[src/rtl/mem_access_pkg.sv]
// Shared definitions for the load/store sequencer: access size encodings,
// FSM state type and default memory-window parameters.
package mem_access_pkg;

  localparam logic [1:0] SIZE_WORD = 2'd0;
  localparam logic [1:0] SIZE_HALF = 2'd1;
  localparam logic [1:0] SIZE_BYTE = 2'd2;

  typedef enum logic [2:0] {
    ST_IDLE,
    ST_RD,
    ST_CAP,
    ST_WR,
    ST_DONE
  } state_t;

  // Highest valid word index (byte 0x7FFFFFFC) and number of implemented words.
  localparam logic [29:0]  DEF_MEM_TOP_WORD = 30'h1FFFFFFF;
  localparam int unsigned  DEF_MEM_DEPTH    = 2049;

endpackage

[src/rtl/subword_lane.sv]
// Combinational lane logic for sub-word accesses on a little-endian word.
//   size      : access size (SIZE_WORD / SIZE_HALF / SIZE_BYTE)
//   offset    : byte address bits [1:0]
//   sign_ext  : replicate lane MSB on loads when set
//   rdata     : word read from memory
//   wdata     : low 16 bits of store data
//   load_data : addressed lane, extended to 32 bits (word passes through)
//   merge_data: rdata with only the addressed lane replaced by wdata
module subword_lane
  import mem_access_pkg::*;
(
  input  logic [1:0]  size,
  input  logic [1:0]  offset,
  input  logic        sign_ext,
  input  logic [31:0] rdata,
  input  logic [15:0] wdata,
  output logic [31:0] load_data,
  output logic [31:0] merge_data
);

  logic [7:0]  byte_lane;
  logic [15:0] half_lane;

  always_comb begin
    byte_lane = rdata[{offset, 3'b000} +: 8];
    half_lane = offset[1] ? rdata[31:16] : rdata[15:0];

    case (size)
      SIZE_BYTE: load_data = {{24{sign_ext & byte_lane[7]}}, byte_lane};
      SIZE_HALF: load_data = {{16{sign_ext & half_lane[15]}}, half_lane};
      default:   load_data = rdata;
    endcase

    merge_data = rdata;
    case (size)
      SIZE_BYTE: merge_data[{offset, 3'b000} +: 8] = wdata[7:0];
      SIZE_HALF: begin
        if (offset[1]) merge_data[31:16] = wdata;
        else           merge_data[15:0]  = wdata;
      end
      default: merge_data = rdata;
    endcase
  end

endmodule

[src/rtl/mem_access_unit.sv]
// Load/store sequencer between the MEM-stage request and a word-wide data
// memory. Sub-word stores use read-modify-write; sub-word loads extract and
// extend the addressed lane. Misaligned, illegal-size and out-of-range
// requests complete with respErr and never reach memory.
//   clk, rst_n          : clock, asynchronous active-low reset
//   reqValid/reqReady   : request handshake (ready only in IDLE)
//   reqWrite/reqSize/reqSigned/reqAddr/reqWdata : request fields
//   respValid/respData/respErr : one-cycle completion pulse and result
//   memRead/memWrite/memAddr/memWdata/memRdata  : data memory interface
module mem_access_unit
  import mem_access_pkg::*;
#(
  parameter logic [29:0] MEM_TOP_WORD = DEF_MEM_TOP_WORD,
  parameter int unsigned MEM_DEPTH    = DEF_MEM_DEPTH
) (
  input  logic        clk,
  input  logic        rst_n,
  input  logic        reqValid,
  output logic        reqReady,
  input  logic        reqWrite,
  input  logic [1:0]  reqSize,
  input  logic        reqSigned,
  input  logic [31:0] reqAddr,
  input  logic [31:0] reqWdata,
  output logic        respValid,
  output logic [31:0] respData,
  output logic        respErr,
  output logic        memRead,
  output logic        memWrite,
  output logic [31:0] memAddr,
  output logic [31:0] memWdata,
  input  logic [31:0] memRdata
);

  localparam logic [29:0] MEM_LOW_WORD = MEM_TOP_WORD - 30'(MEM_DEPTH - 1);

  state_t      state, next_state;
  logic        accept;
  logic        req_err;
  logic [29:0] word_idx;

  logic        write_q;
  logic [1:0]  size_q;
  logic        sign_q;
  logic [1:0]  offset_q;
  logic [15:0] wdata_q;

  logic [31:0] load_data;
  logic [31:0] merge_data;

  assign reqReady = (state == ST_IDLE);
  assign word_idx = reqAddr[31:2];

  always_comb begin
    req_err = 1'b0;
    case (reqSize)
      SIZE_WORD: req_err = (reqAddr[1:0] != 2'b00);
      SIZE_HALF: req_err = reqAddr[0];
      SIZE_BYTE: req_err = 1'b0;
      default:   req_err = 1'b1;
    endcase
    if ((word_idx > MEM_TOP_WORD) || (word_idx < MEM_LOW_WORD)) req_err = 1'b1;
  end

  always_ff @(posedge clk or negedge rst_n) begin
    if (!rst_n) state <= ST_IDLE;
    else        state <= next_state;
  end

  always_comb begin
    next_state = state;
    accept     = 1'b0;
    case (state)
      ST_IDLE: begin
        if (reqValid) begin
          accept = 1'b1;
          if (req_err)                               next_state = ST_DONE;
          else if (reqWrite && reqSize == SIZE_WORD) next_state = ST_WR;
          else                                       next_state = ST_RD;
        end
      end
      ST_RD:   next_state = ST_CAP;
      ST_CAP:  next_state = write_q ? ST_WR : ST_DONE;
      ST_WR:   next_state = ST_DONE;
      ST_DONE: next_state = ST_IDLE;
      default: next_state = ST_IDLE;
    endcase
  end

  subword_lane u_lane (
    .size       (size_q),
    .offset     (offset_q),
    .sign_ext   (sign_q),
    .rdata      (memRdata),
    .wdata      (wdata_q),
    .load_data  (load_data),
    .merge_data (merge_data)
  );

  // Strobes are registered from next_state so each is high for exactly the
  // cycle the FSM spends in the matching state.
  always_ff @(posedge clk or negedge rst_n) begin
    if (!rst_n) begin
      memRead   <= 1'b0;
      memWrite  <= 1'b0;
      respValid <= 1'b0;
      respErr   <= 1'b0;
      respData  <= '0;
      memAddr   <= '0;
      memWdata  <= '0;
      write_q   <= 1'b0;
      size_q    <= SIZE_WORD;
      sign_q    <= 1'b0;
      offset_q  <= '0;
      wdata_q   <= '0;
    end else begin
      memRead   <= (next_state == ST_RD);
      memWrite  <= (next_state == ST_WR);
      respValid <= (next_state == ST_DONE);

      if (accept) begin
        write_q  <= reqWrite;
        size_q   <= reqSize;
        sign_q   <= reqSigned;
        offset_q <= reqAddr[1:0];
        wdata_q  <= reqWdata[15:0];
        memAddr  <= {reqAddr[31:2], 2'b00};
        if (reqWrite && reqSize == SIZE_WORD) memWdata <= reqWdata;
      end

      if (state == ST_CAP && write_q) memWdata <= merge_data;

      // DONE is entered straight from IDLE only on a rejected request.
      if (next_state == ST_DONE) begin
        respErr  <= (state == ST_IDLE);
        respData <= (state == ST_CAP && !write_q) ? load_data : '0;
      end
    end
  end

endmodule

[config.mk]
export PLATFORM = sky130hd
export DESIGN_NAME = mem_access_unit
export DESIGN_NICKNAME = d
export VERILOG_FILES = /design/src/rtl/mem_access_pkg.sv /design/src/rtl/subword_lane.sv /design/src/rtl/mem_access_unit.sv
export SDC_FILE = /design/constraint.sdc
export NUM_CORES = 1
export LEC_CHECK = 0
export BUFFER_PORTS_ARGS = -buffer_cell sky130_fd_sc_hd__buf_2
export CAP_MARGIN = 20
export CORE_MARGIN = 10
export CORE_UTILIZATION = 47
export DETAILED_ROUTE_END_ITERATION = 8
export PLACE_DENSITY_LB_ADDON = 0.3
export SYNTH_ARGS = -nofsm -noshare
export SYNTH_HDL_FRONTEND = slang
export SYNTH_SLANG_ARGS = --single-unit
[constraint.sdc]
create_clock -name clk -period 2.7 [get_ports clk]
set_input_delay 0.81 -clock clk [delete_from_list [all_inputs] [get_ports clk]]
set_output_delay 0.81 -clock clk [all_outputs]
set_load 0.02 [all_outputs]
==> results.py, run 1 <==
metrics = {
    "outcome": {
        "status": "finished clean",
    },
    "drt": {
        "routed_wl_um": 22440,
        "drt_iter0_drc": 603,
        "drc": 0,
        "drtPass1Iterations": 5,
        "vias": 6461,
        "detail_route.wl_per_cell_um": 20.06,
        "ant_nets": 0,
        "viasPerCell": 5.774,
    },
    "critical_path": {
        "crit_chain": "inv_1, ha_1, nand2_1, o22ai_1, o221ai_2, o2bb2ai_1",
        "cpPeakStageDelay_ns": 0.62,
        "cp-start-kind": "flop",
        "crit_type": "flop to flop",
        "crit_path_start": "size_q[0]$_DFFE_PN0P_",
        "cp-end-kind": "flop",
        "worstPathMaxFanout": 21,
        "timing.rr.start": "size_q[0]$_DFFE_PN0P_",
        "required_ns": 3.03,
        "crit_arrival_ns": 2.71,
        "cpMaxStageDelayCell": "ha_1",
    },
    "layout": {
        "final_cell_mix": "buf_2, nand2_1, dfrtp_1, o21ai_0, nor2_1",
        "syn_to_final_growth_pct": 27.70,
        "nets": 1035,
        "final_common_cell": "buf_2",
        "design_area_um2": 8503,
        "drive_above_1_share": 0.3070,
    },
    "floorplan": {
        "core-area_um2": 13880,
        "io_pins": 204,
        "core.rowCount": 43,
        "die_x_um": 139.0,
        "start_util": 0.4797,
        "die_h_um": 139.0,
        "die_area_um2": 19330,
    },
    "clock_tree": {
        "cts_setup_buffers": 0,
        "clkLatencyLatePin_ns": 0.42,
        "htreeDepth": 4,
        "cts_tree": "done",
        "cts_max_path_buffers": 2,
        "postCtsResizedCells": 0,
        "clk_pin_slew_worst_paths_ns": 0.06,
        "cts-root-buf": "clkbuf_16",
        "clock_sinks": 123,
        "cts_hold_buf": 0,
        "cts_buffers": 17,
    },
    "sta": {
        "setup_viol": 0,
        "slew_viol_final": 0,
        "max_freq_ghz": 0.4208,
        "relSlewSlack": 0.2490,
        "finalHoldViolations": 0,
        "rsz0062_at_grt": "no",
        "fin_crit_sh": 0.8802,
        "final.min_clock_period_ns": 2.377,
        "setup_tns_ns": 0,
        "tightest_slew_ns": 1.122,
        "fin_skew_ns": 0.01073,
    },
    "synthesis": {
        "yosys_most_used_dff": "dfrtp_1",
        "synth-seq-cells": 123,
        "synth_top_family_by_area": "compound AO/OA/AOI/OAI gates",
        "synthAdderAreaFrac": 0.01315,
        "syn_avg_cell_area_um2": 9.023,
        "synth_edf_count": 0,
        "synthSimpleGateAreaFrac": 0.1887,
        "synth_compound_area_frac": 0.2084,
        "synth-xor-area-share": 0,
        "ys_async_sr_fraction": 1.000,
        "yosysUniqueCellTypes": 56,
        "syn_area_um2": 6659,
        "synthCells": 738,
        "synthMuxAreaShare": 0.07779,
        "yosys_warnings": 0,
        "synth-seq-area-share": 0.4622,
    },
    "placed_design": {
        "place.gp.congestion": 1.011,
        "dpl.hpwl_um": 16660,
        "place_area_um2": 7881,
        "io_buffers": 201,
    },
    "hold_path": {
        "hp-class": "input port to async pin",
    },
    "global_route": {
        "grt_util_all_layers": 0.2276,
        "grt_max_degree": 50,
        "grt_pass1_wl_um": 35890,
        "grt-ovfl-total": 0,
        "antenna_found_initial": 2,
        "grt_pass1_vias": 6519,
    },
    "pwr": {
        "p_leak_nw": 4.486,
        "ir_worst_vdd_mv": 0.4167,
        "power_density_nw_per_um2": 783.8,
    },
    "job": {
        "cap_violations": 0,
    },
}
[path summary, 6_finish.rpt]
path                                            end  slack (ns)  cells after the start
max in group asynchronous    memAddr[8]$_DFFE_PN0P_        1.72                      2
setup / recovery           respData[27]$_DFFE_PN0N_        0.32                      6
hold reg to reg             memAddr[28]$_DFFE_PN0P_        0.47                      2
hold / removal               wdata_q[0]$_DFFE_PN0P_        0.27                      1
min in group clk            memAddr[28]$_DFFE_PN0P_        0.47                      2
setup reg to reg           respData[27]$_DFFE_PN0N_        0.32                      6
[Yosys cell counts (all sizes together), types with 5 or more instances]
| cell | instances | area share |
|---|---|---|
| inv | 11 | 0.0062 |
| mux2 | 14 | 0.024 |
| dfrtp | 123 | 0.46 |
| nor2b | 7 | 0.0070 |
| nand2b | 6 | 0.0056 |
| mux2i | 36 | 0.054 |
| o2bb2ai | 23 | 0.030 |
| nand3 | 17 | 0.014 |
| a221o | 8 | 0.012 |
| nand4 | 5 | 0.0047 |
| and3 | 12 | 0.011 |
| a32o | 13 | 0.020 |
| ha | 7 | 0.013 |
| a221oi | 6 | 0.0079 |
| buf | 21 | 0.018 |
| nand2 | 178 | 0.10 |
| nor2 | 45 | 0.026 |
| o21ai | 63 | 0.047 |
| a21oi | 21 | 0.016 |
| a211oi | 23 | 0.026 |
| a211o | 15 | 0.020 |
| clkbuf | 44 | 0.025 |
| o22ai | 7 | 0.0066 |
[stage by stage]
stage                       util  setup slack, ns  power (mW)  hold slack (ns)  instances
after floorplan                -           0.1296       3.571           0.4570        739
after global placement    0.5678           0.3436       4.307           0.4550       1086
after detailed placement  0.5678           0.3354       4.339           0.4566       1086
after CTS                 0.6124           0.3997       6.700           0.2595       1118
after global routing      0.6124          0.05637       7.014           0.2681       1118
final                     0.6126           0.3235       6.665           0.2692       1119
[report_power, final]
group	total (mW)	switching [mW]	internal, mW
clock network	2.34	0.790	1.55
logic	1.98	1.27	0.712
registers	2.35	0.224	2.12
total	6.66	2.28	4.38
[final cells by class]
class | count | area [um2]
Multi-Input combinational cell | 540 | 3258
Tap cell | 180 | 225.2
Timing Repair Buffer | 232 | 1279
Fill cell | 1246 | 5378
Clock buffer | 26 | 539.3
Clock inverter | 6 | 80.08
Sequential cell | 123 | 3078
Antenna cell | 1 | 2.502
Inverter | 11 | 41.29
[registers in the layout, summed over array words and instances, names as in the netlist]
| register | cells |
|---|---|
| offset_q | 2 |
| wdata_q | 16 |
| size_q | 2 |
| respData | 32 |
| memWrite | 1 |
| respErr | 1 |
| state | 3 |
| memWdata | 32 |
| write_q | 1 |
| sign_q | 1 |
| respValid | 1 |
| memAddr | 30 |
| memRead | 1 |
[worst max-delay path: cells and delay by family, from the launching register on]
family	cells	cell delay [ns]
AO/OA/AOI/OAI	3	1.00
adder cells (fa/ha/maj)	1	0.62
buffers and inverters	1	0.08
flip-flops	1	0.38
AND/OR/NAND/NOR	1	0.22
[routing by layer]
| metal | up-vias | global-route usage | part of all wire |
|---|---|---|---|
| li1 | 3008 | - | - |
| met1 | 3062 | 0.2889 | 0.41 |
| met2 | 347 | 0.3377 | 0.44 |
| met3 | 44 | 0.09384 | 0.11 |
| met4 | 0 | 0.08731 | 0.030 |
| met5 | - | 0 | 0 |
[kinds of logic after synthesis]
group	after synthesis
other	1
DFF	123
and+or+nand+nor	286
buffers and inverters	76
AOI/OAI and AO/OA	195
muxes	50
adders and majority gates	7
(Power assumes the default switching activity.)
==> run 2, diff against run 1 <==
==> constraint.sdc (replaced) <==
create_clock -name clk -period 2 [get_ports clk]
set_input_delay 0.6 -clock clk [delete_from_list [all_inputs] [get_ports clk]]
set_output_delay 0.6 -clock clk [all_outputs]
set_load 0.02 [all_outputs]
==> run 2 against run 1 <==
Against the previous run:
- routed wire length rose by 2.6%
- critical endpoint is now respData[2]$_DFFE_PN0N_
- count of clock-buffer cells in the layout fell by 1
- critical path type unchanged
- design area rose by 4.8%
==> results.py, run 2 (same netlist as run 1, synthesis figures left out) <==
metrics = {
    "drt": {
        "drtPass1Iterations": 5,
        "drt_iter0_drc": 476,
        "vias": 6520,
        "viasPerCell": 5.655,
        "drc": 0,
        "detail_route.wl_per_cell_um": 19.98,
        "ant_nets": 0,
        "routed_wl_um": 23040,
    },
    "floorplan": {
        "die_area_um2": 19330,
        "start_util": 0.4797,
        "die_h_um": 139.0,
        "core-area_um2": 13880,
        "io_pins": 204,
        "core.rowCount": 43,
        "die_x_um": 139.0,
    },
    "clock_tree": {
        "cts_buffers": 17,
        "cts_hold_buf": 0,
        "htreeDepth": 4,
        "clkLatencyLatePin_ns": 0.42,
        "cts_tree": "done",
        "clock_sinks": 123,
        "clk_pin_slew_worst_paths_ns": 0.06,
        "cts_max_path_buffers": 2,
        "cts-root-buf": "clkbuf_16",
    },
    "sta": {
        "max_freq_ghz": 0.5103,
        "worst_slack_ns": 0.04041,
        "fin_skew_ns": 0.01063,
        "whs_ns": 0.1037,
        "rsz0062_at_grt": "yes",
        "final.min_clock_period_ns": 1.960,
        "setup_viol": 0,
        "finalHoldViolations": 0,
        "tightest_slew_ns": 0.5539,
        "relSlewSlack": 0.6307,
        "fin_crit_sh": 0.9798,
        "setup_tns_ns": 0,
        "slew_viol_final": 0,
    },
    "layout": {
        "final_cell_mix": "buf_2, nand2_1, dfrtp_1, buf_4, o21ai_0",
        "fillCellCount": 1188,
        "nets": 1069,
        "instances_no_fill": 1153,
        "drive_above_1_share": 0.3519,
        "syn_to_final_growth_pct": 33.77,
        "final_common_cell": "buf_2",
        "reg_top3": "memWdata (32), respData (32), memAddr (30)",
    },
    "placed_design": {
        "dpl.cell_count": 1118,
        "pre_cts_slack_ns": -0.1078,
        "dpl.hpwl_um": 17080,
        "place.gp.congestion": 0.9359,
        "io_buffers": 201,
    },
    "pwr": {
        "power_density_nw_per_um2": 1031,
        "finalPower_mw": 9.185,
        "p_int_mw": 6.016,
        "power_frac_clock": 0.337,
        "switchingPower_mw": 3.169,
        "ir_worst_vdd_mv": 0.6079,
        "power_frac_seq": 0.345,
        "swShare": 0.3450,
        "p_comb_frac": 0.317,
        "p_leak_nw": 4.689,
    },
    "critical_path": {
        "timing.rr.start": "offset_q[1]$_DFFE_PN0P_",
        "crit_type": "flop to flop",
        "required_ns": 2.30,
        "crit_arrival_ns": 2.26,
        "crit_path_start": "offset_q[1]$_DFFE_PN0P_",
        "cp-end-kind": "flop",
        "worstPathMaxFanout": 18,
        "cp-start-kind": "flop",
    },
    "job": {
        "cap_violations": 0,
    },
    "global_route": {
        "grt_pass1_wl_um": 35850,
        "grt_max_degree": 50,
        "grt_pass1_vias": 6525,
        "antenna_found_initial": 1,
        "grt-ovfl-total": 0,
        "grt_util_all_layers": 0.2287,
    },
    "hold_path": {
        "hp-class": "input port to async pin",
    },
    "outcome": {
        "status": "finished clean",
    },
}
-- run 2: cell count changes in the layout (fill, tap and decap cells not counted), moves of 3 or more --
cell | before | now
o21ai_0 | 57 | 50
ha_1 | 7 | 4
a221oi_1 | 6 | 1
a221oi_2 | 0 | 5
buf_4 | 29 | 57
buf_12 | 3 | 7
o21ai_1 | 6 | 12
-- run 2: worst paths after layout --
| kind | endpoint | slack, ns | depth (start not counted) |
|---|---|---|---|
| max | respData[2]$_DFFE_PN0N_ | 0.04 | 5 |
| min | respData[19]$_DFFE_PN0N_ | 0.10 | 1 |
| max reg2reg | respData[2]$_DFFE_PN0N_ | 0.04 | 5 |
| min reg2reg | memAddr[4]$_DFFE_PN0P_ | 0.47 | 2 |
| max in group asynchronous | respData[10]$_DFFE_PN0N_ | 1.34 | 2 |
| min in group clk | memAddr[23]$_DFFE_PN0P_ | 0.38 | 3 |
-- run 2: area by class of cell --
class / instances / area [um2] / area share
Antenna cell: 1 / 2.502 / 0.0002809
Multi-Input combinational cell: 540 / 3366 / 0.3779
Inverter: 11 / 43.79 / 0.004916
Timing Repair Buffer: 266 / 1592 / 0.1787
Sequential cell: 123 / 3078 / 0.3456
Tap cell: 180 / 225.2 / 0.02528
Clock inverter: 7 / 85.08 / 0.009552
Clock buffer: 25 / 515.5 / 0.05787
-- run 2: timing repair --
item,CTS,global route
setup endpoints to repair,15,48
hold endpoints to repair,0,0
resized for setup,6,18
pin swaps,0,1
setup buffers,1,1
-- run 2: metrics by stage --
stage,cell area [um2],utilization
after floorplan,6761,-
after global placement,8208,0.5913
after detailed placement,8208,0.5913
after CTS,8831,0.6362
after global routing,8905,0.6415
final,8907,0.6417
-- run 2: routing by layer --
metal	wire, um	track usage	up-vias
li1	-	-	3077
met1	9683	0.2877	3097
met2	10580	0.3530	309
met3	2253	0.08801	37
met4	517	0.07468	0
met5	0	0	-
-- run 2: power groups by stage --
stage	clock network, mW	registers [mW]	logic [mW]
2_1_floorplan	0	3.47	1.43
3_3_place_gp	0	3.18	2.80
3_5_place_dp	0	3.19	2.83
4_1_cts	3.14	3.16	2.85
5_1_grt	3.25	3.21	3.18
6_report	3.10	3.17	2.91
-- run 2: worst max-delay path, cell delays in order, from the launching register on --
cell and delay [ns]:
dfrtp_1 0.40, buf_6 0.23, buf_4 0.21, mux2_2 0.39, a32o_1 0.29, a221o_1 0.32
